File: config.mk
export PLATFORM = sky130hd
export DESIGN_NAME = spo2_ratio_calc
export DESIGN_NICKNAME = d
export VERILOG_FILES = /design/src/rtl/spo2_ratio_calc.sv
export SDC_FILE = /design/constraint.sdc
export NUM_CORES = 1
export LEC_CHECK = 0
export BUFFER_PORTS_ARGS = -buffer_cell sky130_fd_sc_hd__buf_2
export CORE_ASPECT_RATIO = 0.9
export CORE_MARGIN = 5
export CORE_UTILIZATION = 35
export CTS_BUF_LIST = sky130_fd_sc_hd__clkbuf_4
export DETAILED_ROUTE_END_ITERATION = 8
export MAX_ROUTING_LAYER = met4
export PLACE_DENSITY = 0.62
export SLEW_MARGIN = 25
export SYNTH_ARGS = -nofsm -noshare
export SYNTH_HDL_FRONTEND = slang
export SYNTH_SLANG_ARGS = --single-unit
File: constraint.sdc
create_clock -name CLK -period 7.8 [get_ports CLK]
set_clock_uncertainty 0.2 [all_clocks]
set_input_delay 0.39 -clock CLK [delete_from_list [all_inputs] [get_ports CLK]]
set_output_delay 0.39 -clock CLK [all_outputs]
set_load 0.02 [all_outputs]
File: src/rtl/spo2_ratio_calc.sv
`default_nettype none
// spo2_ratio_calc (rev 1.0): windowed min/max tracking of red and IR ADC samples, AC/DC
// extraction and a serial restoring divider producing R = (AC_red*DC_ir)/(AC_ir*DC_red).
module spo2_ratio_calc #(
  parameter int WINDOW  = 100,
  parameter int FRAC    = 8,
  parameter int RATIO_W = 12
) (
  input  logic               CLK,
  input  logic               rst_n,
  input  logic               Enable,
  input  logic               LED_RED,
  input  logic               LED_IR,
  input  logic [7:0]         RED_ADC_Value,
  input  logic [7:0]         IR_ADC_Value,
  output logic [RATIO_W-1:0] Ratio,
  output logic               Ratio_Valid,
  output logic               Div_Err,
  output logic               Busy
);

  localparam int QW = 16 + FRAC;
  localparam int SW = $clog2(QW);
  localparam logic [7:0]    C_WINDOW    = 8'(WINDOW);
  localparam logic [SW-1:0] C_LAST_STEP = SW'(QW - 1);

  typedef enum logic [2:0] {
    S_IDLE    = 3'd0,
    S_COLLECT = 3'd1,
    S_MULT    = 3'd2,
    S_DIVIDE  = 3'd3,
    S_DONE    = 3'd4
  } state_t;

  state_t             state_q;
  logic               led_red_q, led_ir_q;
  logic [7:0]         min_r_q, max_r_q, min_i_q, max_i_q;
  logic [7:0]         cnt_r_q, cnt_i_q;
  logic [15:0]        den_q;
  logic [15:0]        rem_q;
  logic [QW-1:0]      dvd_q;
  logic [QW-1:0]      q_q;
  logic [SW-1:0]      step_q;

  logic               cap_r_d, cap_i_d, clr_trk_d, den_zero_d, fits_d;
  logic [7:0]         ac_r_d, dc_r_d, ac_i_d, dc_i_d;
  logic [15:0]        num_d, den_d;
  logic [16:0]        rem_sh_d;
  logic [QW-1:0]      q_next_d;
  logic [RATIO_W-1:0] ratio_d;

  always_comb begin
    cap_r_d    = led_red_q & ~LED_RED;
    cap_i_d    = led_ir_q & ~LED_IR;
    clr_trk_d  = (state_q == S_IDLE) || (state_q == S_DONE) ||
                 ((state_q == S_COLLECT) && !Enable);
    ac_r_d     = max_r_q - min_r_q;
    ac_i_d     = max_i_q - min_i_q;
    dc_r_d     = 8'(({1'b0, max_r_q} + {1'b0, min_r_q}) >> 1);
    dc_i_d     = 8'(({1'b0, max_i_q} + {1'b0, min_i_q}) >> 1);
    num_d      = {8'd0, ac_r_d} * {8'd0, dc_i_d};
    den_d      = {8'd0, ac_i_d} * {8'd0, dc_r_d};
    den_zero_d = (den_q == 16'd0);
    rem_sh_d   = {rem_q, dvd_q[QW-1]};
    fits_d     = (rem_sh_d >= {1'b0, den_q});
    // A zero divisor keeps the all-ones quotient preloaded in MULT
    q_next_d   = den_zero_d ? q_q : {q_q[QW-2:0], fits_d};
    ratio_d    = (|q_next_d[QW-1:RATIO_W]) ? '1 : q_next_d[RATIO_W-1:0];
  end

  assign Busy = (state_q == S_MULT) || (state_q == S_DIVIDE) || (state_q == S_DONE);

  always_ff @(posedge CLK or negedge rst_n) begin
    if (!rst_n) begin
      state_q     <= S_IDLE;
      led_red_q   <= 1'b0;
      led_ir_q    <= 1'b0;
      min_r_q     <= 8'hFF;
      max_r_q     <= 8'h00;
      min_i_q     <= 8'hFF;
      max_i_q     <= 8'h00;
      cnt_r_q     <= 8'h00;
      cnt_i_q     <= 8'h00;
      den_q       <= '0;
      rem_q       <= '0;
      dvd_q       <= '0;
      q_q         <= '0;
      step_q      <= '0;
      Ratio       <= '0;
      Ratio_Valid <= 1'b0;
      Div_Err     <= 1'b0;
    end else begin
      led_red_q   <= LED_RED;
      led_ir_q    <= LED_IR;
      Ratio_Valid <= 1'b0;

      if (clr_trk_d) begin
        min_r_q <= 8'hFF;
        max_r_q <= 8'h00;
        min_i_q <= 8'hFF;
        max_i_q <= 8'h00;
        cnt_r_q <= 8'h00;
        cnt_i_q <= 8'h00;
      end else if (state_q == S_COLLECT) begin
        if (cap_r_d && (cnt_r_q != C_WINDOW)) begin
          cnt_r_q <= cnt_r_q + 8'd1;
          if (RED_ADC_Value < min_r_q) min_r_q <= RED_ADC_Value;
          if (RED_ADC_Value > max_r_q) max_r_q <= RED_ADC_Value;
        end
        if (cap_i_d && (cnt_i_q != C_WINDOW)) begin
          cnt_i_q <= cnt_i_q + 8'd1;
          if (IR_ADC_Value < min_i_q) min_i_q <= IR_ADC_Value;
          if (IR_ADC_Value > max_i_q) max_i_q <= IR_ADC_Value;
        end
      end

      case (state_q)
        S_IDLE: begin
          if (Enable) state_q <= S_COLLECT;
        end
        S_COLLECT: begin
          if (!Enable) state_q <= S_IDLE;
          else if ((cnt_r_q == C_WINDOW) && (cnt_i_q == C_WINDOW)) state_q <= S_MULT;
        end
        S_MULT: begin
          den_q   <= den_d;
          dvd_q   <= {num_d, {FRAC{1'b0}}};
          rem_q   <= '0;
          q_q     <= (den_d == 16'd0) ? '1 : '0;
          step_q  <= '0;
          state_q <= S_DIVIDE;
        end
        S_DIVIDE: begin
          q_q    <= q_next_d;
          step_q <= step_q + SW'(1);
          if (!den_zero_d) begin
            dvd_q <= dvd_q << 1;
            rem_q <= fits_d ? 16'(rem_sh_d - {1'b0, den_q}) : rem_sh_d[15:0];
          end
          if (step_q == C_LAST_STEP) begin
            Ratio       <= ratio_d;
            Div_Err     <= den_zero_d;
            Ratio_Valid <= 1'b1;
            state_q     <= S_DONE;
          end
        end
        S_DONE: begin
          state_q <= Enable ? S_COLLECT : S_IDLE;
        end
        default: state_q <= S_IDLE;
      endcase
    end
  end

endmodule
`default_nettype wire

After elaboration in Yosys (flattened, before gate mapping):

Index checks and enable logic that the tools add are counted.

* register bits after elaboration: 152
* logic and storage cells: 119

* add/sub/neg operators: 8
* $mul: 2
* $lt $le $gt $ge: 5
* equality and inequality tests: 13
* mux-type cells: 40
* bitwise logic cells: 4
* reduce and logical (&&, ||, !) cells: 30

Operator list (number)
* 8-bit 2-to-1 mux: 22
* 24-bit case mux with 2 select lines: 2
* 24-bit 2-to-1 mux: 3
* 16-bit logical NOT: 2
* 8-bit by 8-bit multiplier with 16-bit output: 2
* 16-bit 2-to-1 mux: 2
* 16-bit case mux with 2 select lines: 1
* 8-bit by 8-bit adder with 9-bit output: 2
* 17-bit by 16-bit >= comparator with 1-bit output: 1
* 8-bit by 1-bit adder with 8-bit output, second input constant: 2
* 8-bit by 7-bit == test with 1-bit output, second input constant: 2
* 8-bit > comparator: 2
* 8-bit less-than comparator: 2
* 8-bit by 7-bit != test with 1-bit output, second input constant: 2
* 2-bit nonzero test: 8
* 16-bit subtractor: 1
* 8-bit subtractor: 2
* 3-bit case mux with 5 select lines: 1
* 3-bit AND reduction: 5
* 12-bit 2-to-1 mux: 1
* 3-bit 2-to-1 mux: 4
* 12-bit OR reduction: 1
* 5-bit case mux with 2 select lines: 1
* 2-bit AND reduction: 4
* other kinds (15): 27

Depth between registers and ports, before layout:

Gate-level depths: netlist of the first run.

* word-level depth: 6
* mapped depth: 28
* gate-level depth less buffers: 25

Worst setup path before layout of the first run:

OpenSTA, ideal clock, no wires.

* kind: reg2reg
* start point: reg max_r_q[0]
* end point: reg q_q[10]
* library setup time: 0.121 ns
* data arrival time: 6.135 ns
* data required time: 7.479 ns
* slack: 1.344 ns
* stages on the path, launching flop included: 25
* buffers on the path: 1
* period minus slack after synthesis: 6.456 ns
* path through: dfrtp_1 > ha_1 > fa_1 > nor2b_1 > o21a_1 > o21a_1 > o21ai_0 > a21oi_1 > o21ai_1 > a21oi_1 > fa_1 > fa_1 > fa_1 > inv_1 > fa_1 > inv_1 > ha_1 > or2_2 > a21o_1 > a2111oi_0 > nor4bb_1 > and2_1 > o2111ai_2 > buf_6 > nand2_1

* cells in the longest elaborated chain, start to end: 5

Ends and longest elaborated chain
* from (decl): line 37 `logic [7:0] min_r_q, max_r_q, min_i_q, max_i_q;`
* from (signal assigned): line 108 `if (RED_ADC_Value > max_r_q) max_r_q <= RED_ADC_Value;`
* 8-bit by 8-bit adder with 9-bit output: line 59 `dc_r_d = 8'(({1'b0, max_r_q} + {1'b0, min_r_q}) >> 1);`
* 8-bit by 8-bit multiplier with 16-bit output: line 62 `den_d = {8'd0, ac_i_d} * {8'd0, dc_r_d};`
* 16-bit logical NOT: line 129 `q_q <= (den_d == 16'd0) ? '1 : '0;`
* 24-bit 2-to-1 mux: line 129
* 24-bit case mux with 2 select lines: line 117 `case (state_q)`
* to (signal assigned): line 129
* to (signal assigned): line 134 `q_q <= q_next_d;`
* to (decl): line 42 `logic [QW-1:0] q_q;`

No other way between the ends.
A chain may end at the register's enable or synchronous reset.

Worst setup path in the final report of the first run:

* start point: reg max_r_q[0]
* end point: reg q_q[0]

The elaborated chain is that of the path after synthesis.

==> metrics.cfg, run 1 <==
[status]
status = complete, no violations

[floorplan]
io_pins = 36
rows = 68
die_w_um = 217
core-area_mm2 = 0.0382
dieArea_mm2 = 0.0425
die_y_um = 196
start_util_pct = 35.3

[place]
io_buffer_count = 35
place_congestion = 0.873
hpwl_um = 23600

[clock_tree]
cts_made_buffers = 17
root_buffer = clkbuf_4
clk_latency_ns = 0.64
cts_hold_buf = 20
h-tree-depth = 4
path_clk_slew_ns = 0.13
cts_tree = built
post_cts_buffers = 0
cts_resized = 0
cts_max_path_buffers = 2
numClockSinks = 144

[timing]
fin_setup_tns_ns = 0
slew-limit-headroom_pct = 39.7
fin_crit_ns = 7.34
worst_pin_slew_ns = 0.898
hold-worst-slack_ns = 0.214
rsz0062_at_grt = false
setup_viol = 0
fmax_mhz = 136
finalHoldViolCount = 0
finalCritPeriodShare_pct = 94.1
drv_slew = 0

[synth]
synth-seq-cells = 144
yosysTopAreaCell = dfrtp_1
synthesis.nets = 1799
yosys.area_share.adder_pct = 25.6
syn_area_per_cell_um2 = 8.70
synth_ff_type = dfrtp_1
synth-simple-area-share_pct = 16.9
ys_top_cells_by_area = dfrtp_1 24%, ha_1 14%, fa_1 11%, inv_1 5.6%, nand2_1 4.6%
synth_mux_area_share_pct = 2.32
async_reset_ff_share_pct = 100
ys_seq_area_share_pct = 26.9
syn_inst = 1548
synth_commonest_cells = 200 x inv_1, 164 x nand2_1, 153 x ha_1, 128 x dfrtp_1, 118 x nor2_1
syn_area_mm2 = 0.0135
ys.warnings.count = 0
yosysTopAreaCellShare_pct = 23.8
synth_edf_count = 0
synth_xor_area_share_pct = 3.90
yosysMostFrequentCell = inv_1
synth_cell_types = 73
synth_compound_area_share_pct = 17.2
synth_top_family_by_area = adder cells

[global_routing]
top_usage_layer = met2
antenna_found_initial = 1
grt_pass1_wl_um = 53000
overflow = 0
grt.met3_usage_pct = 2.79
grtUsageMet1_pct = 21.5
grt_max_degree = 92
met2_usage_pct = 23.2
grt.total_usage_pct = 15.3
grt_pass1_vias = 10501

[routing]
avgRoutedWirePerCell_um = 14.7
vias = 10702
wirelength_um = 30800
drc = 0
ant_nets = 0
viasPerCell = 5.11
drt-pass1-iter-count = 5
dr.first_iter.drc_count = 561

[layout]
nets = 1840
drive_above_1_share_pct = 7.93
syn_to_final_growth_pct = 9.58
post-route-util_pct = 38.7

[critical_path]
cp_cell_sequence = ha_1 > fa_1 > nor2b_1 > o21a_1 > o21a_1 > o21ai_0 > nand2_1 > xnor2_1 > or2_2 > fa_1 > fa_1 > inv_1 > fa_1 > inv_1 > fa_1 > inv_1 > ha_1 > nand3_1 > o2111ai_1 > nand2_1 > xnor2_1 > nor4_2 > o2111ai_4 > nand3_1
cp-end-kind = flop
arrival_ns = 7.69
required_ns = 8.15
cp_slowest_cell = fa_1
path_common_cell = fa_1
worst-setup-path-type = flop to flop
slowest_delay_ns = 0.56
cp-start-kind = flop
worstPathMaxFanout = 24

[power_and_ir_drop]
power_density_mw_per_mm2 = 305
ir_drop_v = 0.000205
p_total_mw = 4.50
leakagePower_nw = 7.26

[worst_hold_path]
hold_class = primary input to flop

[flow_run]
drv_cap = 0

sequential cells by signal, indices dropped and copies added, names as in the netlist, 3 cells and up:
name     count
q_q         24
den_q       16
dvd_q       16
rem_q       16
Ratio       12
cnt_i_q      8
cnt_r_q      8
max_i_q      8
max_r_q      8
min_i_q      8
min_r_q      8
step_q       5
state_q      3
critical path, delay by kind of cell (launching register included):
family / cells / cell delay [ns]
compound gates: 5 / 1.38
xor+xnor: 2 / 0.66
buf+inv: 3 / 0.15
flops: 1 / 0.43
fa+ha+maj: 7 / 3.08
simple gates: 7 / 1.36
per-layer routing:
layer | wire, µm | part of all wire [%]
met1 | 15700 | 51
met2 | 13600 | 44
met3 | 1150 | 3.7
met4 | 318 | 1.0
met5 | 0 | 0
stage by stage:
step	cell area (µm²)	setup WS, ns	instances
global placement	14200	0.403	2040
CTS	14800	0.416	2092
detailed placement	14200	0.445	2040
global route	14800	0.0360	2093
floorplan	13500	1.34	1548
finish	14800	0.463	2093
cell type report:
| class | instances | area (µm²) |
|---|---|---|
| fill | 3883 | 23400 |
| multi-input combinational | 1155 | 8920 |
| sequential | 144 | 3620 |
| inverter | 201 | 754 |
| tap | 490 | 613 |
| timing repair buffer | 70 | 494 |
| clock inverter | 14 | 226 |
| clock buffer | 18 | 135 |
| antenna | 1 | 2.50 |
power by group:
part	internal, mW	switching, mW	total [mW]	leakage (nW)
logic	1.27	1.84	3.11	5.19
registers	0.767	0.0168	0.783	1.88
clock network	0.297	0.314	0.610	0.186
total	2.34	2.17	4.50	7.26
cell usage in the layout, fill, tap and decap left out, types with 8 or more instances in the layout:
| master | n |
|---|---|
| dlygate4sd3_1 | 20 |
| dfstp_2 | 16 |
| a22oi_1 | 26 |
| a211oi_1 | 8 |
| or3_1 | 11 |
| fa_1 | 77 |
| a31oi_1 | 26 |
| a21oi_1 | 58 |
| buf_2 | 34 |
| a22o_1 | 25 |
| nor4_1 | 12 |
| clkbuf_4 | 18 |
| and2_1 | 13 |
| dfrtp_1 | 128 |
| nand4_1 | 10 |
| xor2_1 | 23 |
| buf_4 | 15 |
| or2_2 | 14 |
| nand2_1 | 164 |
| nand2b_1 | 17 |
| nor2b_1 | 17 |
| nor3_1 | 21 |
| nor2_1 | 118 |
| a21o_1 | 26 |
| nand3_1 | 59 |
| o21a_1 | 17 |
| mux2i_1 | 29 |
| xnor2_1 | 37 |
| inv_1 | 200 |
| o21ai_0 | 94 |
| ha_1 | 153 |
path summary, 6_finish.rpt:
| check | start | end | slack (ns) | cells after the start |
|---|---|---|---|---|
| setup / recovery | max_r_q[0] | q_q[0] | 0.46 | 24 |
| setup reg to reg | max_r_q[0] | q_q[0] | 0.46 | 24 |
| min in group asynchronous | rst_n | rem_q[12] | 0.22 | 2 |
| hold reg to reg | dvd_q[17] | dvd_q[17] | 0.29 | 2 |
| max in group asynchronous | rst_n | cnt_r_q[0] | 5.92 | 3 |
| hold / removal | LED_IR | led_ir_q | 0.21 | 2 |
kinds of logic (layout without fill, tap and decap cells):
kind of cell	Yosys count	count (layout)
adders and majority gates	230	230
and+or+nand+nor	484	484
other	0	1
buffers and inverters	249	303
DFF	144	144
xor gates and xnor gates	60	60
AOI/OAI and AO/OA	350	350
muxes	31	31
No activity file was read; power rests on OpenSTA's default activity.
==> run 2, diff against run 1 <==
--- a/config.mk
+++ b/config.mk
@@ -6,13 +6,13 @@
 export NUM_CORES = 1
 export LEC_CHECK = 0
 export BUFFER_PORTS_ARGS = -buffer_cell sky130_fd_sc_hd__buf_2
-export CORE_ASPECT_RATIO = 0.9
+export CORE_ASPECT_RATIO = 1.25
 export CORE_MARGIN = 5
-export CORE_UTILIZATION = 35
+export CORE_UTILIZATION = 45
 export CTS_BUF_LIST = sky130_fd_sc_hd__clkbuf_4
 export DETAILED_ROUTE_END_ITERATION = 8
 export MAX_ROUTING_LAYER = met4
-export PLACE_DENSITY = 0.62
+export PLACE_DENSITY = 0.73
 export SLEW_MARGIN = 25
 export SYNTH_ARGS = -nofsm -noshare
 export SYNTH_HDL_FRONTEND = slang
==> run 2 against run 1 <==
- die area down 21%
- sequential power about the same
- non-clock buffer count down 3
- final cell count down 4.6%
- worst setup slack better by 0.13 ns
- hold slack better by 0.013 ns
- total power down 4.1%
- final area down 1.7%
- register-to-register slack better by 0.13 ns
- sequential share of layout area up 0.44 points
- combinational power down 2%
- routed wire length down 3.7%
- critical endpoint unchanged
- largest power group unchanged
==> metrics.cfg, run 2 (synthesis results as in run 1) <==
[status]
status = complete, no violations

[critical_path]
rr_endpoint = q_q[0]
cp_slowest_cell = fa_1
arrival_ns = 7.48  ; -0.21 ns
worstPathMaxFanout = 24  ; unchanged
path_buf_inv = 4  ; +1
required_ns = 8.07  ; -0.08 ns
crit_family = adder cells
cp-start-kind = flop
r2r-start = max_r_q[0]
reg2reg_slack_ns = 0.59  ; +0.13 ns
slowest_delay_ns = 0.55  ; about the same
critPathLaunch = max_r_q[0]
r2r_cells = 25  ; +4.2%
worst-setup-path-type = flop to flop
path_common_cell = fa_1
cp-end-kind = flop

[place]
hpwl_um = 22800  ; -3.4%
place_congestion = 0.903  ; +3.4%
io_buffer_count = 35  ; unchanged

[global_routing]
grt.total_usage_pct = 18.7  ; +3.5 points
overflow = 0  ; unchanged
grt_max_degree = 94  ; +2.2%
antenna_found_initial = 1  ; unchanged
grt_pass1_wl_um = 50900  ; -4.0%
grt_pass1_vias = 10734  ; +2.2%

[floorplan]
dieArea_mm2 = 0.0335  ; -21%
die_w_um = 165  ; -24%
io_pins = 36  ; unchanged
start_util_pct = 45.8  ; +11 points
core-area_mm2 = 0.0294  ; -23%
rows = 70  ; +2.9%
die_y_um = 203  ; +3.7%

[clock_tree]
clk_latency_ns = 0.61  ; -0.03 ns
cts_max_path_buffers = 2  ; unchanged
cts_hold_buf = 20  ; unchanged
root_buffer = clkbuf_4
post_cts_buffers = 0  ; unchanged
path_clk_slew_ns = 0.15  ; +0.02 ns
h-tree-depth = 4  ; unchanged
cts_made_buffers = 17  ; unchanged
cts_tree = built
numClockSinks = 144  ; unchanged
cts_resized = 0  ; unchanged

[routing]
vias = 10801  ; +0.93%
dr.first_iter.drc_count = 560  ; -0.18%
wirelength_um = 29700  ; -3.7%
drc = 0  ; unchanged
ant_nets = 0  ; unchanged
drt-pass1-iter-count = 5  ; unchanged
avgRoutedWirePerCell_um = 14.9  ; +1.0%
viasPerCell = 5.41  ; +5.8%

[flow_run]
drv_cap = 0  ; unchanged

[power_and_ir_drop]
power_density_mw_per_mm2 = 298  ; -2.3%
leakagePower_nw = 7.19  ; -0.90%
ir_drop_v = 0.000244  ; +19%
p_total_mw = 4.32  ; -4.1%

[worst_hold_path]
hold_class = primary input to asynchronous set/reset pin

[timing]
finalCritPeriodShare_pct = 92.4  ; -1.6 points
fmax_mhz = 139  ; +1.8%
fin_setup_tns_ns = 0  ; unchanged
drv_slew = 0  ; unchanged
finalHoldViolCount = 0  ; unchanged
fin_crit_ns = 7.21  ; -0.127 ns
rsz0062_at_grt = false
slew-limit-headroom_pct = 31.4  ; -8.3 points
setup_viol = 0  ; unchanged
worst_pin_slew_ns = 1.03  ; +0.128 ns

[layout]
regMostFlops = q_q
nets = 1837  ; -0.16%
syn_to_final_growth_pct = 7.67
largest_reg_flops = 24  ; unchanged
drive_above_1_share_pct = 7.69  ; -0.24 points
layout_commonest_cell = inv_1
final_cell_mix = 200 x inv_1, 164 x nand2_1, 153 x ha_1
fillers = 2849  ; -27%

-- run 2: final cells by class --
class / count / area, µm² / share of cell area [%]
multi-input combinational: 1155 / 8900 / 61.4
sequential: 144 / 3620 / 25.0
inverter: 201 / 754 / 5.20
tap: 396 / 495 / 3.42
timing repair buffer: 67 / 472 / 3.25
clock buffer: 17 / 128 / 0.880
clock inverter: 15 / 128 / 0.880
antenna: 1 / 2.50 / 0.0172
-- run 2: worst max path at each step --
stage | endpoint | slack (ns) | cells past startpoint
2_1_floorplan | q_q[10] | 1.34 | 24
3_3_place_gp | q_q[0] | 0.79 | 25
3_5_place_dp | q_q[0] | 0.65 | 25
4_1_cts | q_q[0] | 0.61 | 25
5_1_grt | q_q[0] | 0.14 | 25
6_report | q_q[0] | 0.59 | 25
-- run 2: where the power goes --
| part | switching, mW | total [mW] | internal, mW |
|---|---|---|---|
| Sequential | 0.0155 | 0.782 | 0.767 |
| Combinational | 1.80 | 3.06 | 1.26 |
| Clock | 0.344 | 0.480 | 0.136 |
| Total | 2.16 | 4.32 | 2.16 |
-- run 2: per-stage QoR --
stage,util [%],area (µm²),setup WS (ns),std cells,hold slack [ns]
6_report,49.3,14500,0.590,1996,0.227
4_1_cts,49.3,14500,0.607,1995,0.208
5_1_grt,49.3,14500,0.144,1996,0.217
2_1_floorplan,-,13500,1.34,1548,-0.106
3_5_place_dp,47.7,14000,0.651,1943,0.258
3_3_place_gp,47.7,14000,0.791,1943,0.255
-- run 2: worst register-to-register path: cells and delay by family (launching register included) --
kind / cells / cell delay, ns
buffers and inverters: 4 / 0.46
and+or+nand+nor: 7 / 1.19
xor gates and xnor gates: 1 / 0.52
DFF: 1 / 0.45
adders and majority gates: 7 / 2.88
AOI/OAI and AO/OA: 6 / 1.37
-- run 2: routing by layer --
| layer | global-route usage (%) | share of wire (%) | vias up | routed length [µm] |
|---|---|---|---|---|
| met2 | 31.6 | 49 | 238 | 14500 |
| li1 | - | - | 5370 | - |
| met1 | 22.9 | 44 | 5133 | 13100 |
| met5 | - | 0 | - | 0 |
| met3 | 2.65 | 4.1 | 60 | 1210 |
| met4 | 6.60 | 2.9 | 0 | 858 |
